`config.mk`:
```
export PLATFORM = sky130hd
export DESIGN_NAME = btn_debounce
export DESIGN_NICKNAME = d
export VERILOG_FILES = /design/src/rtl/btn_debounce_pkg.sv /design/src/rtl/sync_2ff.sv /design/src/rtl/btn_debounce.sv
export SDC_FILE = /design/constraint.sdc
export NUM_CORES = 1
export LEC_CHECK = 0
export CORE_UTILIZATION = 29
export DETAILED_ROUTE_END_ITERATION = 10
export PLACE_DENSITY = 0.49
export SETUP_SLACK_MARGIN = 0.15
export SLEW_MARGIN = 20
export SYNTH_ARGS = -nofsm -noshare
export SYNTH_HDL_FRONTEND = slang
export SYNTH_SLANG_ARGS = --single-unit
export TNS_END_PERCENT = 30
```
`constraint.sdc`:
```
create_clock -name clk -period 1.6 [get_ports clk]
set_input_delay 0.16 -clock clk [delete_from_list [all_inputs] [get_ports clk]]
set_output_delay 0.16 -clock clk [all_outputs]
set_load 0.01 [all_outputs]
```
`src/rtl/btn_debounce_pkg.sv`:
```
// Shared definitions for the push-button debounce block.
// Holds the Gray-coded FSM state encoding and the default qualification length.
// Neighbouring states differ in one bit, so a state change flips a single flop.
package btn_debounce_pkg;

  localparam int DEFAULT_STABLE_CYCLES = 16;

  typedef enum logic [1:0] {
    ST_IDLE_LOW  = 2'b00,
    ST_WAIT_HIGH = 2'b01,
    ST_IDLE_HIGH = 2'b11,
    ST_WAIT_LOW  = 2'b10
  } state_e;

endpackage

```
`src/rtl/sync_2ff.sv`:
```
// Two-flop synchroniser for a single asynchronous input.
// Ports:
//   clk   - destination clock
//   reset - asynchronous, active-high; clears both flops to 0
//   d     - asynchronous input
//   q     - synchronised output (second flop)
module sync_2ff (
  input  logic clk,
  input  logic reset,
  input  logic d,
  output logic q
);

  logic s1;

  always_ff @(posedge clk or posedge reset) begin
    if (reset) begin
      s1 <= 1'b0;
      q  <= 1'b0;
    end else begin
      s1 <= d;
      q  <= s1;
    end
  end

endmodule

```
`src/rtl/btn_debounce.sv`:
```
// Push-button / switch debouncer.
// Synchronises btn_raw into clk and only lets btn_level follow it after the
// synchronised value has held for STABLE_CYCLES consecutive samples.
// Ports:
//   clk       - system clock
//   reset     - asynchronous, active-high reset
//   btn_raw   - raw, bouncing, asynchronous input
//   btn_level - debounced level, registered
//   busy      - high while a candidate transition is being qualified, registered
//
// state        | meaning
// ST_IDLE_LOW  | settled low, watching for a 1
// ST_WAIT_HIGH | candidate rise, counting stable 1 samples
// ST_IDLE_HIGH | settled high, watching for a 0
// ST_WAIT_LOW  | candidate fall, counting stable 0 samples
module btn_debounce
  import btn_debounce_pkg::*;
#(
  parameter int STABLE_CYCLES = DEFAULT_STABLE_CYCLES
) (
  input  logic clk,
  input  logic reset,
  input  logic btn_raw,
  output logic btn_level,
  output logic busy
);

  localparam int CNT_W = $clog2(STABLE_CYCLES);
  localparam logic [CNT_W-1:0] CNT_LAST = CNT_W'(STABLE_CYCLES - 1);
  localparam logic [CNT_W-1:0] CNT_ONE  = CNT_W'(1);

  logic             sample;
  state_e           state;
  logic [CNT_W-1:0] cnt;

  sync_2ff u_sync (
    .clk   (clk),
    .reset (reset),
    .d     (btn_raw),
    .q     (sample)
  );

  // Outputs are loaded together with the destination state so they are
  // plain flops with no decode logic in front of the downstream consumer.
  always_ff @(posedge clk or posedge reset) begin
    if (reset) begin
      state     <= ST_IDLE_LOW;
      cnt       <= '0;
      btn_level <= 1'b0;
      busy      <= 1'b0;
    end else begin
      case (state)
        ST_IDLE_LOW: begin
          btn_level <= 1'b0;
          if (sample) begin
            state <= ST_WAIT_HIGH;
            cnt   <= CNT_ONE;
            busy  <= 1'b1;
          end else begin
            cnt  <= '0;
            busy <= 1'b0;
          end
        end

        ST_WAIT_HIGH: begin
          // A revert is checked first so it wins over reaching the terminal count.
          if (!sample) begin
            state     <= ST_IDLE_LOW;
            cnt       <= '0;
            btn_level <= 1'b0;
            busy      <= 1'b0;
          end else if (cnt == CNT_LAST) begin
            state     <= ST_IDLE_HIGH;
            cnt       <= '0;
            btn_level <= 1'b1;
            busy      <= 1'b0;
          end else begin
            cnt       <= cnt + CNT_ONE;
            btn_level <= 1'b0;
            busy      <= 1'b1;
          end
        end

        ST_IDLE_HIGH: begin
          btn_level <= 1'b1;
          if (!sample) begin
            state <= ST_WAIT_LOW;
            cnt   <= CNT_ONE;
            busy  <= 1'b1;
          end else begin
            cnt  <= '0;
            busy <= 1'b0;
          end
        end

        ST_WAIT_LOW: begin
          if (sample) begin
            state     <= ST_IDLE_HIGH;
            cnt       <= '0;
            btn_level <= 1'b1;
            busy      <= 1'b0;
          end else if (cnt == CNT_LAST) begin
            state     <= ST_IDLE_LOW;
            cnt       <= '0;
            btn_level <= 1'b0;
            busy      <= 1'b0;
          end else begin
            cnt       <= cnt + CNT_ONE;
            btn_level <= 1'b1;
            busy      <= 1'b1;
          end
        end

        default: begin
          state     <= ST_IDLE_LOW;
          cnt       <= '0;
          btn_level <= 1'b0;
          busy      <= 1'b0;
        end
      endcase
    end
  end

endmodule

```
Word level (Yosys, flattened, before mapping)
Cells that the tools add are included.
W data, S select, Z words.
{"block": "totals", "ff_bits": 10, "in_bits": 3, "out_inout_bits": 2, "word_cells": 40}
{"block": "classes", "addsub": 1, "eq_ne": 8, "n_mux": 23, "reduce_logical": 2}
{"op": "$pmux W4 S4", "count": 1}
{"op": "$mux W2", "count": 6}
{"op": "$mux W4", "count": 3}
{"op": "$mux W1", "count": 10}
{"op": "$pmux W1 S4", "count": 2}
{"op": "$pmux W2 S4", "count": 1}
{"op": "$add A4 B1 Y4 const B", "count": 1}
{"op": "$eq A2 B2 Y1 const B", "count": 2}
{"op": "$eq A4 B4 Y1 const B", "count": 1}
{"op": "$reduce_and A4 Y1", "count": 1}
{"op": "$ne A3 B2 Y1 const B", "count": 1}
{"op": "$ne A3 B3 Y1 const B", "count": 1}
{"op": "$eq A2 B1 Y1 const B", "count": 1}
{"op": "$logic_not A2 Y1", "count": 1}
{"op": "$ne A2 B1 Y1 const B", "count": 1}
{"op": "$ne A2 B2 Y1 const B", "count": 1}

Longest topological paths before layout
{"block": "depth", "word_depth": 4, "ltp_mapped": 5, "mapped_depth_nobuf": 5}

Cells and area by module
Synthesis repeated with hierarchy kept, for this count alone.
{"block": "unflattened", "cells_unflattened": 48, "hier_area_um2": 543.0}
{"mod": "btn_debounce", "instances": 1, "cells_each": 45, "area_per_inst_um2": 489.2, "seq_area_each_um2": 200.2}
{"mod": "sync_2ff", "instances": 1, "cells_each": 3, "area_per_inst_um2": 53.8, "seq_area_each_um2": 50.0}

Worst setup path after synthesis
OpenSTA, ideal clock, no wires.
{"block": "synth_path", "kind": "register -> register", "from": "register cnt[0]", "to": "register state[1]", "setup_time_ns": 0.128, "t_arrival_ns": 1.281, "t_required_ns": 1.472, "path_slack_ns": 0.192, "path_stages_with_launch": 5, "path_buffers": 0, "synth_period_minus_slack_ns": 1.408, "cell_sequence": "dfrtp_1 ha_1 and3_1 o21ai_1 mux2_1"}
{"block": "synth_between", "elab_chain_cells": 3, "elab_cells_between_ends": 4, "cone_classes": "3 x eq/ne; 1 x reduce/logical"}
{"item": "start: declaration", "line_no": "btn_debounce.sv:34", "rtl": "logic [CNT_W-1:0] cnt;"}
{"item": "start signal: assignment", "line_no": "btn_debounce.sv:78", "rtl": "cnt <= cnt + CNT_ONE;"}
{"item": "start signal: assignment", "line_no": "btn_debounce.sv:108", "rtl": "cnt <= cnt + CNT_ONE;"}
{"item": "$eq A4 B4 Y1 (*)", "line_no": "btn_debounce.sv:72, btn_debounce.sv:102"}
{"item": "$ne A3 B3 Y1 (no source line) or $ne A3 B2 Y1 (tied branches)"}
{"item": "$reduce_and A4 Y1 (no source line) (*)"}
{"item": "end signal: assignment", "line_no": "btn_debounce.sv:68", "rtl": "state <= ST_IDLE_LOW;"}
{"item": "end signal: assignment", "line_no": "btn_debounce.sv:73", "rtl": "state <= ST_IDLE_HIGH;"}
{"item": "end signal: assignment", "line_no": "btn_debounce.sv:103", "rtl": "state <= ST_IDLE_LOW;"}
{"item": "end: declaration", "line_no": "btn_debounce.sv:33", "rtl": "state_e state;"}
Mark *: on every way between the ends. The rest lies on a longest branch, timed or not.
A chain may end at the register's enable or synchronous reset.

Worst setup path after layout
{"block": "layout_path", "from": "register state[0]", "to": "register cnt[0]"}
{"block": "layout_between", "elab_chain_cells": 2, "elab_cells_between_ends": 5, "cone_classes": "3 x eq/ne; 1 x mux; 1 x reduce/logical"}
{"item": "start signal: assignment", "line_no": "btn_debounce.sv:47", "rtl": "state <= ST_IDLE_LOW;"}
{"item": "start signal: assignment", "line_no": "btn_debounce.sv:56", "rtl": "state <= ST_WAIT_HIGH;"}
{"item": "start signal: assignment", "line_no": "btn_debounce.sv:68"}
{"item": "$eq A2 B2 Y1 (tied with other cells)", "line_no": "btn_debounce.sv:52", "rtl": "case (state)"}
{"item": "$pmux W4 S4 (*)", "line_no": "btn_debounce.sv:52"}
Marks and branches as above.

==> impl_metrics.env <==
export IMPL_grt_first_pass_wirelength_um=1524
export IMPL_insertedDiodeCount=0
export IMPL_power_leakage_nw=0.2743
export IMPL_drv_cap=0
export IMPL_ys_ff_latch=10
export IMPL_worst_pin_slew_ns=0.3796
export IMPL_fmax_mhz=709.5
export IMPL_period_needed_ns=1.409
export IMPL_ys_warn_count=0
export IMPL_die_x_um=45.12
export IMPL_rsz0062_at_grt="yes"
export IMPL_netlist_area_um2=539.3
export IMPL_drtPass1Iterations=2
export IMPL_clock_latency_ns=0.26
export IMPL_skew_ns=0.0005766
export IMPL_wl_per_cell_um=11.27
export IMPL_grt_pass1_vias=365
export IMPL_worstPathRequired_ns=1.79
export IMPL_synth_fp_nets=56
export IMPL_cts_buffers=3
export IMPL_irDropWorstVdd_uv=548.8
export IMPL_total_power_mw=1.080
export IMPL_cp_start_kind="flip-flop"
export IMPL_antenna_found_initial=0
export IMPL_crit_type="reg2reg"
export IMPL_cts_root_buffer="clkbuf_4"
export IMPL_relSlewSlack=0.7467
export IMPL_finalSetupViolCount=0
export IMPL_fin_area_um2=666.9
export IMPL_synth_cell_types=22
export IMPL_critical_path_arrival_ns=1.60
export IMPL_finalHoldViolCount=0
export IMPL_io_buffers=4
export IMPL_die_area_um2=2036
export IMPL_floorplan_initialDensity=0.3123
export IMPL_clk_pin_slew_ns=0.06
export IMPL_fin_nets=65
export IMPL_synthCells=47
export IMPL_overflow=0
export IMPL_finalNonFillerCells=79
export IMPL_grt_max_degree=11
export IMPL_detailed_place_hpwl_um=616.3
export IMPL_cp_max_fo=7
export IMPL_initialDrtViolationCount=2
export IMPL_final_common_cell="dfrtp_1"
export IMPL_grt_usage=0.1095
export IMPL_seq_area_frac_synth=0.4640
export IMPL_chipHeight_um=45.12
export IMPL_final_cell_mix="dfrtp_1, nor2_1, clkdlybuf4s50_1, nor3_1, clkbuf_4"
export IMPL_rows=15
export IMPL_via_per_inst=4.544
export IMPL_placed_cell_area_um2=599.3
export IMPL_core_area_um2=1727
export IMPL_drv_slew=0
export IMPL_power_per_cell_area_nw_per_um2=1619
export IMPL_clockBufferDepth=2
export IMPL_dp_worst_setup_slack_ns=0.1105
export IMPL_fin_tns_setup_ns=0
export IMPL_totalWireLength_um=890
export IMPL_dr_total_vias=359
export IMPL_status="finished clean"
export IMPL_end_kind="flip-flop"
export IMPL_synth_area_per_cell_um2=11.47
export IMPL_cts_tree="done"
export IMPL_postRouteAntennaNets=0
export IMPL_clock_sinks=10
export IMPL_htreeDepth=1
export IMPL_synthToLayoutAreaGrowth_pct=23.67
export IMPL_layout_setup_ws_ns=0.1906
export IMPL_worstHoldPathType="in2async"
export IMPL_io_pin_count=5
export IMPL_layout_drive_gt1_share=0.3148
export IMPL_drc=0
export IMPL_gp_congestion=0.7299
export IMPL_dp_cells=75
export IMPL_whs_ns=0.1705
export IMPL_fin_util=0.3862
export IMPL_fin_crit_sh=0.8809
## synth_stat cells (all sizes together)
| cell type | n | share of area |
|---|---|---|
| xnor2 | 1 | 0.016 |
| inv | 3 | 0.021 |
| a21oi | 2 | 0.019 |
| and3 | 1 | 0.012 |
| nand2 | 1 | 0.0070 |
| o21ai | 2 | 0.026 |
| mux2i | 2 | 0.060 |
| o32ai | 1 | 0.016 |
| xor2 | 1 | 0.016 |
| ha | 6 | 0.14 |
| mux2 | 1 | 0.021 |
| nor3 | 3 | 0.028 |
| nor2 | 5 | 0.039 |
| nand3 | 2 | 0.019 |
| buf | 1 | 0.021 |
| or3 | 1 | 0.021 |
| a211oi | 2 | 0.028 |
| nor3b | 2 | 0.028 |
| dfrtp | 10 | 0.46 |
## state kept, by name (all words and copies together) (netlist names)
name and cells:
u_sync.q 1, u_sync.s1 1, btn_level 1, state 2
busy 1, cnt 4
## final timing paths
check                          start  depth (start not counted)   endpoint  slack, ns
max                         state[0]                          4     cnt[0]       0.19
min                            reset                          2       busy       0.17
max reg2reg                 state[0]                          4     cnt[0]       0.19
min reg2reg                u_sync.s1                          0   u_sync.q       0.37
max in group asynchronous      reset                          2   state[0]       1.14
min in group clk             btn_raw                          1  u_sync.s1       0.35
## worst max-delay path, stage by stage (launching register included)
cell and delay, ns:
dfrtp_2 0.41, inv_2 0.08, ha_1 0.30, or3_4 0.44, o21ai_2 0.11
## layout make-up
type | instances | area, µm²
well taps | 25 | 31.28
fillers | 181 | 1060
flip-flops and latches | 10 | 252.7
clock buffers | 3 | 22.52
repair buffers | 5 | 47.55
inverters | 3 | 11.26
multi-input cells | 33 | 301.5
## repair_timing
| item | 4_1_cts | 5_1_grt |
|---|---|---|
| setup endpoints to repair | 3 | 3 |
| setup buffers | 1 | 0 |
| gates resized for setup | 5 | 6 |
| hold buffers | 0 | 0 |
| pin swaps | 0 | 1 |
## logic make-up (layout without fill, tap and decap cells)
| logic type | Yosys count | after routing | synth area share |
|---|---|---|---|
| mux | 3 | 3 | 0.08120 |
| flops | 10 | 10 | 0.4640 |
| simple gates | 15 | 15 | 0.1531 |
| xor+xnor | 2 | 2 | 0.03249 |
| buf+inv | 4 | 11 | 0.04176 |
| fa+ha+maj | 6 | 6 | 0.1392 |
| compound gates | 7 | 7 | 0.08816 |
## metal layers
layer,vias up,share of wire,GRT usage
met5,-,0,0
met4,0,0,0.01818
met3,0,0.062,0.07200
met2,7,0.47,0.1739
met1,173,0.46,0.1247
li1,179,-,-
## power breakdown
part | internal (mW) | total [mW] | leakage [nW] | switching (mW)
logic | 0.265 | 0.521 | 0.136 | 0.256
clock network | 0.0866 | 0.166 | 0.0138 | 0.0790
registers | 0.329 | 0.394 | 0.124 | 0.0649
total | 0.680 | 1.08 | 0.274 | 0.400
Power figures use the tool's default switching activity.
